### src/rtl/apb_pkg.sv
`default_nettype none
// ============================================================================
// Module      : apb_pkg
// Description : Shared definitions for the APB requester / identity-register
//               subsystem: bus widths, requester state encoding and the
//               slave register offsets.
// Revision    : 1.0 - initial release
// ============================================================================
package apb_pkg;

    // Bus widths (data and address are both fixed at 32 bits)
    localparam int C_DATA_W = 32;
    localparam int C_ADDR_W = 32;

    // Requester FSM state encoding
    localparam logic [1:0] C_ST_IDLE   = 2'd0;
    localparam logic [1:0] C_ST_SETUP  = 2'd1;
    localparam logic [1:0] C_ST_ACCESS = 2'd2;

    // Identity register byte offsets
    localparam logic [3:0] C_OFF_GROUP   = 4'h0;
    localparam logic [3:0] C_OFF_DATE    = 4'h4;
    localparam logic [3:0] C_OFF_SURNAME = 4'h8;
    localparam logic [3:0] C_OFF_NAME    = 4'hC;

    // The register window occupies only the lowest 16 bytes of the address map
    function automatic logic addr_in_window(input logic [C_ADDR_W-1:0] addr);
        return (addr[C_ADDR_W-1:4] == '0);
    endfunction

endpackage
`default_nettype wire

### src/rtl/apb_id_regs.sv
`default_nettype none
// ============================================================================
// Module      : apb_id_regs
// Description : Zero-wait-state APB slave holding four 32-bit identity
//               registers (group number, date, surname, name). Read data is
//               combinational; writes commit on the edge closing ACCESS.
//               Optional macro APB_PSLVERR_EN adds an error response for
//               accesses outside the register window.
// Revision    : 1.0 - initial release
// ============================================================================
module apb_id_regs
    import apb_pkg::*;
(
    input  logic                clk,
    input  logic                rst,
    input  logic                psel,
    input  logic                penable,
    input  logic                pwrite,
    input  logic [C_ADDR_W-1:0] paddr,
    input  logic [C_DATA_W-1:0] pwdata,
    output logic [C_DATA_W-1:0] prdata,
    output logic                pready
`ifdef APB_PSLVERR_EN
    ,
    output logic                pslverr
`endif
);

    logic [C_DATA_W-1:0] r_group;
    logic [C_DATA_W-1:0] r_date;
    logic [C_DATA_W-1:0] r_surname;
    logic [C_DATA_W-1:0] r_name;

    logic       w_mapped;
    logic       w_wr_en;
    logic [1:0] w_sel;
    logic [1:0] w_unused_lsb;

    // Byte lanes within a word are not decoded
    assign w_unused_lsb = paddr[1:0];
    assign w_sel        = paddr[3:2];
    assign w_mapped     = addr_in_window(paddr);
    assign w_wr_en      = psel && penable && pwrite && w_mapped;

    // No wait states: the slave always completes in the first ACCESS cycle
    assign pready = psel && penable;

`ifdef APB_PSLVERR_EN
    // Flag any ACCESS cycle that falls outside the register window
    assign pslverr = psel && penable && !w_mapped;
`endif

    // Register file: full-word writes to the decoded register
    always_ff @(posedge clk) begin
        if (rst) begin
            r_group   <= '0;
            r_date    <= '0;
            r_surname <= '0;
            r_name    <= '0;
        end else if (w_wr_en) begin
            case (w_sel)
                C_OFF_GROUP[3:2]:   r_group   <= pwdata;
                C_OFF_DATE[3:2]:    r_date    <= pwdata;
                C_OFF_SURNAME[3:2]: r_surname <= pwdata;
                default:            r_name    <= pwdata;
            endcase
        end
    end

    // Read mux: addressed register during a selected read, zero otherwise
    always_comb begin
        prdata = '0;
        if (psel && !pwrite && w_mapped) begin
            case (w_sel)
                C_OFF_GROUP[3:2]:   prdata = r_group;
                C_OFF_DATE[3:2]:    prdata = r_date;
                C_OFF_SURNAME[3:2]: prdata = r_surname;
                default:            prdata = r_name;
            endcase
        end
    end

endmodule
`default_nettype wire

### src/rtl/apb_master_slave.sv
`default_nettype none
// ============================================================================
// Module      : apb_master_slave
// Description : Free-running APB3 requester paired with the identity register
//               slave. The request port is sampled on every SETUP entry and
//               completed read data is returned on PRDATA_MASTER. Internal bus
//               signals are exported for observation.
//               Optional macro APB_PSLVERR_EN adds the PSLVERR output and
//               suppresses read capture on errored transfers.
// Revision    : 1.0 - initial release
// ============================================================================
module apb_master_slave
    import apb_pkg::*;
(
    input  logic                PCLK,
    input  logic                PRESET,
    input  logic                PWRITE_MASTER,
    input  logic [C_ADDR_W-1:0] PADDR_MASTER,
    input  logic [C_DATA_W-1:0] PWDATA_MASTER,
    output logic [C_DATA_W-1:0] PRDATA_MASTER,
    output logic                PSEL,
    output logic                PENABLE,
    output logic                PWRITE,
    output logic [C_ADDR_W-1:0] PADDR,
    output logic [C_DATA_W-1:0] PWDATA,
    output logic [C_DATA_W-1:0] PRDATA,
    output logic                PREADY
`ifdef APB_PSLVERR_EN
    ,
    output logic                PSLVERR
`endif
);

    logic [1:0]          r_state;
    logic [1:0]          w_next_state;
    logic                r_pwrite;
    logic [C_ADDR_W-1:0] r_paddr;
    logic [C_DATA_W-1:0] r_pwdata;
    logic [C_DATA_W-1:0] r_prdata_master;

    logic                w_psel;
    logic                w_penable;
    logic                w_pready;
    logic [C_DATA_W-1:0] w_prdata;
    logic                w_enter_setup;
    logic                w_read_done;
    logic                w_slverr;

    // Next-state logic: IDLE -> SETUP -> ACCESS -> (SETUP when ready)
    always_comb begin
        w_next_state = C_ST_IDLE;
        case (r_state)
            C_ST_IDLE:   w_next_state = C_ST_SETUP;
            C_ST_SETUP:  w_next_state = C_ST_ACCESS;
            C_ST_ACCESS: w_next_state = w_pready ? C_ST_SETUP : C_ST_ACCESS;
            default:     w_next_state = C_ST_IDLE;
        endcase
    end

    assign w_psel        = (r_state == C_ST_SETUP) || (r_state == C_ST_ACCESS);
    assign w_penable     = (r_state == C_ST_ACCESS);
    assign w_enter_setup = (w_next_state == C_ST_SETUP);

`ifdef APB_PSLVERR_EN
    assign PSLVERR = w_slverr;
`else
    assign w_slverr = 1'b0;
`endif

    // Errored reads leave the previously returned data in place
    assign w_read_done = w_penable && w_pready && !r_pwrite && !w_slverr;

    // State register
    always_ff @(posedge PCLK) begin
        if (PRESET) begin
            r_state <= C_ST_IDLE;
        end else begin
            r_state <= w_next_state;
        end
    end

    // Request capture on SETUP entry; held stable through ACCESS
    always_ff @(posedge PCLK) begin
        if (PRESET) begin
            r_pwrite <= 1'b0;
            r_paddr  <= '0;
            r_pwdata <= '0;
        end else if (w_enter_setup) begin
            r_pwrite <= PWRITE_MASTER;
            r_paddr  <= PADDR_MASTER;
            r_pwdata <= PWDATA_MASTER;
        end
    end

    // Read data return register, updated only when a read completes
    always_ff @(posedge PCLK) begin
        if (PRESET) begin
            r_prdata_master <= '0;
        end else if (w_read_done) begin
            r_prdata_master <= w_prdata;
        end
    end

    apb_id_regs u_id_regs (
        .clk     (PCLK),
        .rst     (PRESET),
        .psel    (w_psel),
        .penable (w_penable),
        .pwrite  (r_pwrite),
        .paddr   (r_paddr),
        .pwdata  (r_pwdata),
        .prdata  (w_prdata),
        .pready  (w_pready)
`ifdef APB_PSLVERR_EN
        ,
        .pslverr (w_slverr)
`endif
    );

    assign PRDATA_MASTER = r_prdata_master;
    assign PSEL          = w_psel;
    assign PENABLE       = w_penable;
    assign PWRITE        = r_pwrite;
    assign PADDR         = r_paddr;
    assign PWDATA        = r_pwdata;
    assign PRDATA        = w_prdata;
    assign PREADY        = w_pready;

endmodule
`default_nettype wire

### config.mk
export PLATFORM = sky130hd
export DESIGN_NAME = apb_master_slave
export DESIGN_NICKNAME = d
export VERILOG_FILES = /design/src/rtl/apb_pkg.sv /design/src/rtl/apb_id_regs.sv /design/src/rtl/apb_master_slave.sv
export SDC_FILE = /design/constraint.sdc
export NUM_CORES = 1
export LEC_CHECK = 0
export CAP_MARGIN = 20
export CORE_MARGIN = 4
export CORE_UTILIZATION = 49
export CTS_BUF_LIST = sky130_fd_sc_hd__clkbuf_8
export DETAILED_ROUTE_END_ITERATION = 16
export GPL_TIMING_DRIVEN = 0
export HOLD_SLACK_MARGIN = 0.03
export PLACE_DENSITY = 0.87
export SLEW_MARGIN = 20
export SYNTH_ARGS = -nofsm -noshare
export SYNTH_HDL_FRONTEND = slang
export SYNTH_HIERARCHICAL = 1
export SYNTH_SLANG_ARGS = --single-unit
### constraint.sdc
create_clock -name PCLK -period 2.01 [get_ports PCLK]
set_input_delay 0.402 -clock PCLK [delete_from_list [all_inputs] [get_ports PCLK]]
set_output_delay 0.402 -clock PCLK [all_outputs]
set_load 0.005 [all_outputs]
==> impl_metrics.json <==
{
  "muxShareOfSynthArea_pct": 25.3,
  "ys_types": 39,
  "synth_cells": 982,
  "fillerInstances": 1537,
  "place_inst": 1454,
  "required_ns": 1.61,
  "cp_slowest_cell": "dfxtp_4",
  "synth_top_family_by_area": "multiplexers",
  "worst_pin_slew_ns": 0.551,
  "viasPerCell": 5.17,
  "num_rows": 53,
  "track_usage_pct": 22.6,
  "synth_compound_area_share_pct": 1.72,
  "area_growth_syn_to_layout_pct": 36.1,
  "synth_edf_count": 0,
  "arrival_ns": 2.27,
  "syn_nets": 1052,
  "ir_drop_mv": 0.635,
  "avgSynthCellArea_um2": 10.7,
  "ios": 199,
  "synth_ff_type": "dfxtp_1",
  "die_h_um": 154,
  "portBuffers": 197,
  "setup_violations": 32,
  "dr_wl_met3_um": 2130,
  "period_needed_ns": 2.67,
  "route.met2.wl_um": 13800,
  "fin_crit_sh_pct": 133,
  "ys_seq_area_share_pct": 43.3,
  "drive_gt1_share_pct": 21.6,
  "register_area_mm2": 0.00456,
  "cts_sinks": 227,
  "grt_max_degree": 19,
  "die-width_um": 154,
  "reg2reg_depth": 10,
  "drc": 0,
  "fin_nets": 1311,
  "die_area_mm2": 0.0238,
  "cts_buffers": 37,
  "yosysTopAreaCellShare_pct": 43.3,
  "hold_class": "in -> reg",
  "synth_simple_gate_area_share_pct": 24.3,
  "htreeDepth": 2,
  "fmax_mhz": 374,
  "maxCapViolations": 0,
  "violations": "negative setup slack",
  "utilization_pct": 67.9,
  "ys_ff_latch": 227,
  "startpoint_type": "flip-flop",
  "cp-end-kind": "output port",
  "clock_path_buffers": 3,
  "yosys_warnings": 6,
  "top_layer": "met4",
  "total_leakage_power_uw": 0.00576,
  "synth_area_leaders": "dfxtp_1 (43%), mux2i_1 (18%), nand2b_1 (16%)",
  "root_buffer": "clkbuf_8",
  "cts_tree": "yes",
  "worstHoldPathCells": 3,
  "max_stage_delay_ns": 0.36,
  "gp_congestion": 0.832,
  "dr.pass1.iters": 5,
  "pwr_density_cell_mw_per_mm2": 806,
  "grt_pass1_wl_um": 43600,
  "setup_slack_ns": -0.662,
  "synth_top_area_cell": "dfxtp_1",
  "cp_cell_sequence": "nor4_4 > and4_4 > nand4_1 > buf_6 > buf_8 > clkbuf_16 > nor2b_4 > buf_2",
  "clk_pin_slew_ns": 0.06,
  "netlist_area_mm2": 0.0105,
  "start_util_pct": 49.9,
  "drt_iter0_markers": 383,
  "postLayoutCellArea_mm2": 0.0143,
  "hold_violations": 0,
  "via_count": 7964,
  "antenna_cells": 0,
  "finClkSkew_ns": 0.0173,
  "grt_pass1_vias": 8218,
  "rsz0062_at_grt": "yes",
  "antenna_found_initial": 1,
  "gr-total-overflow": 0,
  "ant_nets": 0,
  "multi_input_area_mm2": 0.00582,
  "dpl.hpwl_um": 19500,
  "wl_met1_um": 11900,
  "placed_area_mm2": 0.0128,
  "slew_headroom_pct": 63.2,
  "yosys.area_share.adder_pct": 0.358,
  "post_drt_wl_per_cell_um": 18.6,
  "worstSetupPathType": "reg -> out",
  "finalWirelength_um": 28600,
  "maxSlewViolCount": 0,
  "post-place-ws_ns": -1.08,
  "clkLatencyLatePin_ns": 0.54,
  "synth-async-reset-ratio_pct": 0,
  "cts_hold_buf": 0,
  "final_cells": 1541,
  "path_max_fanout": 5,
  "synthXorXnorAreaFrac_pct": 0,
  "coreArea_mm2": 0.0210,
  "outcome": "complete, but fails checks"
}
==> worst paths after layout <==
| check | start | end | slack [ns] |
|---|---|---|---|
| hold reg to reg | PRDATA_MASTER[22] | PRDATA_MASTER[22] | 0.45 |
| hold / removal | PRESET | PADDR[31] | 0.42 |
| setup / recovery | PADDR[5] | PRDATA[9] | -0.66 |
| setup reg to reg | PADDR[5] | PRDATA_MASTER[3] | 0 |
==> worst max-delay path: cells and delay by family (launching register included) <==
kind | cells | cell delay [ns]
buf+inv | 4 | 0.59
simple gates | 4 | 0.78
flops | 1 | 0.36
==> cell usage in the layout, fill, tap and decap left out, types with 2 or more instances in the layout <==
cell type          n
nand2b_1         272
dfxtp_1          219
mux2i_1          192
clkdlybuf4s50_1  162
nand2_1           61
clkbuf_8          49
clkbuf_1          33
mux4_2            32
nor2b_4           32
a21oi_1           30
buf_2             29
buf_6             26
or2b_2            19
buf_4             17
inv_1             10
buf_12            10
clkbuf_16          7
dfxtp_2            5
a21oi_2            5
clkinv_2           5
nor4_4             4
buf_8              4
dfxtp_4            3
clkbuf_2           3
nand2_4            3
ha_4               2
dlygate4sd2_1      2
nor4_2             2
and3_2             2
nand4b_4           2
==> what timing repair did <==
item                       CTS  global route
pin swaps                    4             6
buffers inserted            15             9
resized for setup          243            51
setup endpoints to repair  167           156
gates cloned                 2             2
==> power breakdown <==
| part | leakage (µW) | switching, µW | total (µW) | internal, µW |
|---|---|---|---|---|
| registers | 0.00184 | 262 | 5010 | 4750 |
| logic | 0.00349 | 1040 | 2400 | 1360 |
| clock network | 0.000427 | 1840 | 4100 | 2260 |
==> registers in the layout (all words and copies together), names as in the netlist <==
signal,flops
PADDR,32
PRDATA_MASTER,32
PWDATA,32
PWRITE,1
r_state,2
u_id_regs/r_date,32
u_id_regs/r_group,32
u_id_regs/r_name,32
u_id_regs/r_surname,32
==> metal layers <==
metal / global-route usage (%) / vias to the layer above
met2: 38.3 / 269
met4: 7.36 / 0
li1: - / 3804
met1: 27.6 / 3836
met3: 6.72 / 55
met5: 0 / -
==> cell type report <==
type | count | area share (%)
Sequential cell | 227 | 31.9
Multi-Input combinational cell | 678 | 40.7
Buffer | 71 | 4.28
Timing Repair Buffer | 224 | 15.3
Tap cell | 275 | 2.41
Inverter | 2 | 0.0526
Clock inverter | 16 | 0.674
Clock buffer | 48 | 4.63
==> synthesized netlist by cell type (2+ instances only) <==
library cell / instances
and3_2: 2
or2b_2: 19
clkbuf_1: 40
nand2b_1: 272
inv_1: 2
a21oi_1: 35
buf_4: 5
nor4_1: 5
buf_12: 7
clkbuf_8: 2
mux2i_1: 193
nand2_1: 65
buf_2: 7
dfxtp_1: 227
mux4_2: 32
buf_1: 3
buf_6: 11
ha_1: 3
nor2b_1: 32
==> kinds of logic (layout without fill, tap and decap cells) <==
group	Yosys count	in the layout
and+or+nand+nor	414	414
DFF	227	227
muxes	225	225
buffers and inverters	77	361
AOI/OAI and AO/OA	36	36
adders and majority gates	3	3
==> per-stage QoR <==
step / TNS (ns) / total power [µW] / hold slack [ns]
2_1_floorplan: 0 / 6270 / 0.445
3_3_place_gp: -44.06 / 7210 / 0.442
3_5_place_dp: -48.94 / 7240 / 0.446
4_1_cts: -22.66 / 11500 / 0.394
5_1_grt: -22.34 / 12000 / 0.434
6_report: -19.33 / 11500 / 0.421
Power figures use the tool's default switching activity.
